===== src/rtl/dmem_pkg.sv =====
// Shared constants for the two-requester data-memory arbiter:
// FSM encoding, RV32I load/store width codes and the latched request record.
package dmem_pkg;

  typedef enum logic [1:0] {
    IDLE,
    ACCESS,
    RESP
  } state_t;

  localparam logic [2:0] F3_B  = 3'b000;
  localparam logic [2:0] F3_H  = 3'b001;
  localparam logic [2:0] F3_W  = 3'b010;
  localparam logic [2:0] F3_BU = 3'b100;
  localparam logic [2:0] F3_HU = 3'b101;

  typedef struct packed {
    logic        id;
    logic        we;
    logic [2:0]  funct3;
    logic [31:0] addr;
    logic [31:0] wdata;
  } xact_t;

endpackage


===== src/rtl/load_align.sv =====
// Selects the addressed byte/halfword of a read word and sign- or zero-extends
// it according to the RV32I load width code.
module load_align
  import dmem_pkg::*;
(
  input  logic [2:0]  funct3,
  input  logic [1:0]  addr,
  input  logic [31:0] word,
  output logic [31:0] result
);

  logic [7:0]  byte_sel;
  logic [15:0] half_sel;

  always_comb begin
    byte_sel = word[{addr, 3'b000} +: 8];
    half_sel = addr[1] ? word[31:16] : word[15:0];
    case (funct3)
      F3_B:    result = {{24{byte_sel[7]}}, byte_sel};
      F3_H:    result = {{16{half_sel[15]}}, half_sel};
      F3_BU:   result = {24'b0, byte_sel};
      F3_HU:   result = {16'b0, half_sel};
      F3_W:    result = word;
      default: result = '0;
    endcase
  end

endmodule


===== src/rtl/dmem_arbiter.sv =====
// Round-robin arbiter sharing one data memory between a CPU (r0) and a DMA (r1);
// each access takes three cycles: grant, memory access, response.
module dmem_arbiter
  import dmem_pkg::*;
#(
  parameter int unsigned NUM_WORDS = 64
) (
  input  logic        clk,
  input  logic        rst,
  input  logic        r0_req,
  input  logic        r0_we,
  input  logic [2:0]  r0_funct3,
  input  logic [31:0] r0_addr,
  input  logic [31:0] r0_wdata,
  output logic        r0_gnt,
  output logic        r0_rvalid,
  output logic [31:0] r0_rdata,
  output logic        r0_err,
  input  logic        r1_req,
  input  logic        r1_we,
  input  logic [2:0]  r1_funct3,
  input  logic [31:0] r1_addr,
  input  logic [31:0] r1_wdata,
  output logic        r1_gnt,
  output logic        r1_rvalid,
  output logic [31:0] r1_rdata,
  output logic        r1_err,
  output logic        MemRead,
  output logic        MemWrite,
  output logic [2:0]  mem_funct3,
  output logic [31:0] mem_address,
  output logic [31:0] mem_writeData,
  input  logic [31:0] mem_readData
);

  state_t      state, next_state;
  logic        ptr;        // 1 = r1 wins a tie
  xact_t       cur;
  logic [31:0] rdata_q;
  logic [31:0] aligned;
  logic        any_req, win1, fault, misalign, out_of_range, bad_code;
  xact_t       sel;

  assign any_req = r0_req | r1_req;
  assign win1    = r1_req & (~r0_req | ptr);

  always_comb begin
    if (win1) sel = '{id: 1'b1, we: r1_we, funct3: r1_funct3, addr: r1_addr, wdata: r1_wdata};
    else      sel = '{id: 1'b0, we: r0_we, funct3: r0_funct3, addr: r0_addr, wdata: r0_wdata};
  end

  always_comb begin
    misalign     = ((cur.funct3 == F3_W) && (cur.addr[1:0] != 2'b00)) ||
                   (((cur.funct3 == F3_H) || (cur.funct3 == F3_HU)) && cur.addr[0]);
    out_of_range = {2'b00, cur.addr[31:2]} >= NUM_WORDS;
    if (cur.we) bad_code = !(cur.funct3 inside {F3_B, F3_H, F3_W});
    else        bad_code = !(cur.funct3 inside {F3_B, F3_H, F3_W, F3_BU, F3_HU});
    fault = misalign | out_of_range | bad_code;
  end

  load_align u_align (
    .funct3 (cur.funct3),
    .addr   (cur.addr[1:0]),
    .word   (rdata_q),
    .result (aligned)
  );

  always_ff @(posedge clk or posedge rst) begin
    if (rst) state <= IDLE;
    else     state <= next_state;
  end

  always_comb begin
    next_state = state;
    case (state)
      IDLE:    if (any_req) next_state = ACCESS;
      ACCESS:  next_state = RESP;
      RESP:    next_state = IDLE;
      default: next_state = IDLE;
    endcase
  end

  always_ff @(posedge clk or posedge rst) begin
    if (rst) begin
      ptr     <= 1'b0;
      cur     <= '0;
      rdata_q <= '0;
    end else begin
      if ((state == IDLE) && any_req) begin
        cur <= sel;
        ptr <= ~win1;
      end
      if (state == ACCESS) rdata_q <= mem_readData;
    end
  end

  always_comb begin
    r0_gnt        = 1'b0;
    r1_gnt        = 1'b0;
    r0_rvalid     = 1'b0;
    r1_rvalid     = 1'b0;
    r0_err        = 1'b0;
    r1_err        = 1'b0;
    r0_rdata      = '0;
    r1_rdata      = '0;
    MemRead       = 1'b0;
    MemWrite      = 1'b0;
    mem_funct3    = '0;
    mem_address   = '0;
    mem_writeData = '0;
    case (state)
      IDLE: begin
        // Grant is combinational on req, so reset must mask it explicitly.
        r0_gnt = ~rst & any_req & ~win1;
        r1_gnt = ~rst & win1;
      end
      ACCESS: begin
        MemRead       = ~cur.we & ~fault;
        MemWrite      = cur.we & ~fault;
        mem_funct3    = cur.funct3;
        mem_address   = cur.addr;
        mem_writeData = cur.wdata;
      end
      RESP: begin
        if (cur.id) begin
          r1_rvalid = 1'b1;
          r1_err    = fault;
          r1_rdata  = (cur.we | fault) ? '0 : aligned;
        end else begin
          r0_rvalid = 1'b1;
          r0_err    = fault;
          r0_rdata  = (cur.we | fault) ? '0 : aligned;
        end
      end
      default: ;
    endcase
  end

endmodule


===== config.mk =====
export PLATFORM = sky130hd
export DESIGN_NAME = dmem_arbiter
export DESIGN_NICKNAME = d
export VERILOG_FILES = /design/src/rtl/dmem_pkg.sv /design/src/rtl/load_align.sv /design/src/rtl/dmem_arbiter.sv
export SDC_FILE = /design/constraint.sdc
export NUM_CORES = 1
export LEC_CHECK = 0
export ABC_CLOCK_PERIOD_IN_PS = 4800
export CORE_ASPECT_RATIO = 0.9
export CORE_MARGIN = 2
export CORE_UTILIZATION = 30
export DETAILED_ROUTE_END_ITERATION = 7
export HOLD_SLACK_MARGIN = 0.1
export SLEW_MARGIN = 20
export SYNTH_ARGS = -nofsm -noshare
export SYNTH_HDL_FRONTEND = slang
export SYNTH_HIERARCHICAL = 1
export SYNTH_SLANG_ARGS = --single-unit

===== constraint.sdc =====
create_clock -name clk -period 4.8 [get_ports clk]
set_input_delay 0.96 -clock clk [delete_from_list [all_inputs] [get_ports clk]]
set_output_delay 0.96 -clock clk [all_outputs]
set_load 0.03 [all_outputs]

==> results of run 1 <==
worst max-delay path, stage by stage, from the launching register on:
cell	delay, ps
dfrtp_1	630
nor2b_1	490
buf_4	270
nand2_1	70
a21oi_1	130
nor2b_1	210
nand2_1	70
nor4_1	260
clkdlybuf4s50_1	750
path summary, 6_finish.rpt:
check / from / end / slack (ps) / cells after the start
worst max-delay path: cur[65] / r1_rdata[25] / 620 / 8
worst min-delay path: rdata_q[11] / rdata_q[11] / 560 / 1
worst max register to register: state[0] / rdata_q[23] / 2630 / 3
worst min register to register: rdata_q[11] / rdata_q[11] / 560 / 1
max in group asynchronous: rst / cur[65] / 2780 / 3
min in group asynchronous: rst / cur[7] / 960 / 2
state kept, by name (all words and copies together) (netlist names):
signal	flops
cur	69
ptr	1
rdata_q	32
state	2
area by class of cell:
type,count,area (um^2)
clock inverters,7,87.6
fillers,2199,12000
multi-input cells,519,3830
well taps,297,372
flip-flops and latches,104,2600
diodes,3,7.51
clock buffers,9,225
inverters,5,21.3
repair buffers,331,3280
through the flow:
| stage | std cells | total power (uW) | setup slack (ps) | utilization [%] |
|---|---|---|---|---|
| detailed placement | 1256 | 5290 | 1040 | 45.1 |
| CTS | 1272 | 6110 | 650 | 46.5 |
| global placement | 1256 | 5270 | 1050 | 45.1 |
| global route | 1274 | 6470 | 357 | 46.6 |
| finish | 1275 | 6080 | 618 | 46.6 |
| floorplan | 712 | 4050 | 189 | - |
power groups by stage:
stage                     Clock (uW)  Sequential [uW]  Combinational [uW]
after floorplan                    0             1530                2520
after global placement             0             1750                3520
after detailed placement           0             1740                3550
after CTS                        822             1740                3550
after global routing             843             1800                3830
final                            792             1740                3550
cells by family (layout without fill, tap and decap cells):
logic type	after synthesis	in the layout	synth area share, %
AOI/OAI and AO/OA	186	186	22.3
other	0	3	0
and+or+nand+nor	278	278	24.3
DFF	104	104	38.3
muxes	55	55	9.28
buffers and inverters	89	352	5.93
placed cells by master, fill, tap and decap left out, drive strengths merged, types with 2 or more instances in the layout:
master / instances
mux2i: 6
clkbuf: 9
and2: 69
nor4: 72
dfrtp: 104
a21boi: 68
a22oi: 9
a21o: 2
nor3b: 4
nor2b: 35
clkdlybuf4s50: 310
nand3: 2
inv: 8
a221o: 68
nand2: 89
o31a: 2
diode: 3
mux2: 48
clkinv: 2
o21ai: 14
a21oi: 16
buf: 21
routing by layer:
| metal | vias to the layer above | GRT usage, % | share of wire (%) |
|---|---|---|---|
| met2 | 253 | 36.5 | 48 |
| met3 | 18 | 7.23 | 8.3 |
| li1 | 3157 | - | - |
| met1 | 3305 | 28.1 | 42 |
| met5 | - | 0 | 0 |
| met4 | 0 | 5.04 | 1.1 |
==> metrics, run 1 <==
max_cap viols 0; clock transition at the registers of the reported paths 80 ps; post-detailed-route count of antenna-violating nets 0; synth unique cells 41; Initial Util between 30 and 40%; critical path required time 3840 ps; DIE HEIGHT 147 um; GPL Wtd Cong 0.803; DIE AREA ~24000 um^2; quantity of I/O buffers inserted on ports 310; cell area after synthesis 6800 um^2; endpoint class of the critical path output pin; ys async rst share 100%; Seq/Total Area, Yosys a little under two fifths; Max Slew Vio Count 0; Tightest Pin Transition about 830 ps; CTS Buffer Depth 2; Final nets 1142; WP data arrival 3220 ps; share of layout cells above drive strength 1 11.7%; Synth top area share 38.3%; Finished Cell Area 10400 um^2; area grow syn2layout 53.4%; setup TNS 0 ps; worst skew pair latency 360 ps; Comb pwr share roughly 58%; vias per inst 5.28; maximum vdd ir drop roughly 0.54 mV; most frequent cell after synthesis dfrtp_1; Fin Hold WS 559 ps; Pint between 3000 and 4000 uW; worst setup path category flip-flop to output pin; Max Clock Skew 8.08 ps; Clk network pwr share 13.0%; Ports 311; placed cell area 10100 um^2; Max FO, Critical Path 16; status completed; syn_area_per_cell 9.55 um^2; Pre-Repair DR Iteration Count 5; maximum number of pins on one net before global-route repair 77; WL final 26900 um; final setup fails 0; Synth Register Bits about 100; vias between 6000 and 7000; Seq pwr share between 20% and 30%; Slew HR approximately 44%; Lkg Pwr around 0.0038 uW; Root Buffer clkbuf_16; first-pass GRT wire length 40600 um; ys flop type dfrtp_1; antenna violations before repair 4; Final Hold Viols 0; TritonCTS clock tree yes; Commonest cells post-synth dfrtp_1 (104), nand2_1 (89), and2_1 (69); DR DRC count 0; Final min period 4180 ps; clk sink count about 100; syn nets 884; Yosys top cell by area dfrtp_1; die width ~160 um; postcts setup bufs 0; RSZ-0062 raised after global routing no; Mapped Cells 712; H-tree depth 3; # hold bufs at CTS 0; max frequency 239 MHz; Pwr per Cell Area 584 nW/um^2; drt initial violations 524; number of global-route vias before repair about 6700; HP Class flip-flop to flip-flop; Final Cycle Share between 80% and 90%; top cells by area, synth dfrtp_1 (38%), a221o_1 (10%), mux2_2 (7.8%), a21boi_0 (7.5%), and2_1 (6.4%); Post-synth EDFFs 0; Overall Global Routing Usage around 22%; CORE AREA 22400 um^2; DPL Wire Length 19000 um; post-CTS sizing 0; CTS buffer count 9; Ys Warns 6; drt wl/cell 21.1 um; Sw Ratio 45.0%; # rows 52; Sw Pwr 2740 uW; grt total ovfl 0; startpoint types flip-flop
No activity file was read; power rests on OpenSTA's default activity.
==> run 2, diff against run 1 <==
--- a/config.mk
+++ b/config.mk
@@ -11,6 +11,7 @@
 export CORE_UTILIZATION = 30
 export DETAILED_ROUTE_END_ITERATION = 7
 export HOLD_SLACK_MARGIN = 0.1
+export PLACE_DENSITY = 0.65
 export SLEW_MARGIN = 20
 export SYNTH_ARGS = -nofsm -noshare
 export SYNTH_HDL_FRONTEND = slang
==> metrics, run 2 (same netlist as run 1, synthesis figures left out) <==
Initial Util 30.4% (unchanged); Max Clock Skew 14.7 ps (+6.64 ps); highest-count cells in the layout ignoring fill and taps clkdlybuf4s50_1 (309), dfrtp_1 (104), nand2_1 (89), and2_1 (69); Final nets 1142 (unchanged); final setup fails 0 (unchanged); drt wl/cell 20.5 um (-2.9%); TritonCTS clock tree yes; WP data arrival 3340 ps (+120 ps); CTS Buffer Depth 2 (unchanged); postcts setup bufs 0 (unchanged); Pwr per Cell Area 582 nW/um^2 (-0.28%); setup TNS 0 ps (unchanged); Slew HR 45.4% (+0.97 points); Lkg Pwr 0.00379 uW (+0.19%); max_cap viols 0 (unchanged); ant diodes 0 (-3); area grow syn2layout 53.3% (about the same); max reg flops 69 (unchanged); drt initial violations 427 (-19%); FF-to-FF setup slack 2300 ps (-330 ps); Slowest-stage cell, CP clkdlybuf4s50_1; Biggest register cur; maximum vdd ir drop 0.444 mV (-18%); # rows 52 (unchanged); critical path required time 3840 ps (about the same); die width 163 um (unchanged); Critical path buffers and inverters 2 (unchanged); DPL Wire Length 18300 um (-3.6%); post-detailed-route count of antenna-violating nets 0 (unchanged); Crit path top cell by count nor4_1; vias per inst 5.32 (+0.70%); Comb pwr share 58.9% (+0.5 points); DR DRC count 0 (unchanged); RSZ-0062 raised after global routing no; Final Cycle Share 89.7% (+2.5 points); Max FO, Critical Path 57 (+41); antenna violations before repair 1 (-3); # hold bufs at CTS 0 (unchanged); vias 6764 (+0.46%); CTS buffer count 9 (unchanged); commonest non-fill, non-tap cell in the layout clkdlybuf4s50_1; Ports 311 (unchanged); Pre-Repair DR Iteration Count 5 (unchanged); Root Buffer clkbuf_16; Final min period 4300 ps (+122 ps); Sw Ratio 45.5% (+0.41 points); endpoint class of the critical path output pin; Seq pwr share 28.2% (-0.4 points); share of layout cells above drive strength 1 11.8% (+0.10 points); HP Class flip-flop to flip-flop; status completed; Tightest Pin Transition 819 ps (-14.5 ps); DIE HEIGHT 147 um (unchanged); Fin Hold WS 547 ps (-11.9 ps); worst skew pair latency 370 ps (about the same); top flop regs cur (69), rdata_q (32), state (2); worst setup path category flip-flop to output pin; startpoint types flip-flop; quantity of I/O buffers inserted on ports 310 (unchanged); DIE AREA 23900 um^2 (unchanged); GPL Wtd Cong 0.843 (+5.0%); maximum number of pins on one net before global-route repair 70 (-9.1%); clock transition at the registers of the reported paths 90 ps (about the same); critical path's top delay family simple AND/OR/NAND/NOR gates; Final Hold Viols 0 (unchanged); Overall Global Routing Usage 21.8% (-0.31 points); H-tree depth 3 (unchanged); max frequency 232 MHz (-2.8%); grt total ovfl 0 (unchanged); Pint 3310 uW (-1.1%); clk sink count 104 (unchanged); Max Slew Vio Count 0 (unchanged); post-CTS sizing 0 (unchanged); CP Cell Sequence nor4_1 > nand4_1 > buf_12 > nor4_1 > clkdlybuf4s50_1; Clk network pwr share 12.9% (about the same); number of global-route vias before repair 6990 (+4.8%); Sw Pwr 2760 uW (+0.61%); WL final 26000 um (-3.2%); slowest cell delay on critical path 740 ps (about the same); first-pass GRT wire length 40500 um (-0.31%); Total Power 6060 uW (-0.31%); CORE AREA 22400 um^2 (unchanged)
run 2: power groups by stage:
stage / Clock (uW) / Combinational (uW) / Sequential (uW)
2_1_floorplan: 0 / 2520 / 1530
3_3_place_gp: 0 / 3550 / 1720
3_5_place_dp: 0 / 3590 / 1720
4_1_cts: 805 / 3600 / 1720
5_1_grt: 834 / 3870 / 1770
6_report: 782 / 3570 / 1710
run 2: final timing paths:
kind | to | cells after the start | from
hold / removal | rdata_q[2] | 1 | rdata_q[2]
min in group asynchronous | cur[8] | 3 | rst
max in group asynchronous | cur[23] | 4 | rst
setup reg to reg | rdata_q[19] | 4 | state[0]
hold reg to reg | rdata_q[2] | 1 | rdata_q[2]
setup / recovery | r1_rdata[1] | 5 | cur[43]
run 2: layout make-up:
class                           instances  area [um^2]
Fill cell                            2152        12000
Multi-Input combinational cell        519         3840
Timing Repair Buffer                  331         3280
Sequential cell                       104         2600
Tap cell                              297          372
Clock buffer                           10          239
Clock inverter                          6         65.1
Inverter                                5         21.3
run 2: worst reg2reg max path: stages (launching register included):
cell and delay [ps]:
dfrtp_1 550, nor2b_4 630, buf_4 360, buf_4 430, mux2_2 410
run 2: metrics by stage:
step           area (um^2)  instances  utilization (%)  setup slack (ps)
2_1_floorplan         6800        712                -               189
3_3_place_gp         10100       1256             45.2              1030
3_5_place_dp         10100       1256             45.2               913
4_1_cts              10400       1272             46.6               485
5_1_grt              10400       1272             46.6               291
6_report             10400       1272             46.6               496
run 2: routing by layer:
metal  part of all wire [%]  track usage, %  routed length, um
met2                     49            37.4              12700
met1                     42            26.9              10800
met3                    7.8            6.18               2020
met5                  0.061               0                 16
met4                    1.6            5.49                410
==> run 3, diff against run 2 <==
--- a/config.mk
+++ b/config.mk
@@ -12,7 +12,6 @@
 export DETAILED_ROUTE_END_ITERATION = 7
 export HOLD_SLACK_MARGIN = 0.1
 export PLACE_DENSITY = 0.65
-export SLEW_MARGIN = 20
 export SYNTH_ARGS = -nofsm -noshare
 export SYNTH_HDL_FRONTEND = slang
 export SYNTH_HIERARCHICAL = 1
==> results of run 3 <==
The final DEF is identical to that of run 2; final timing and power are the same.
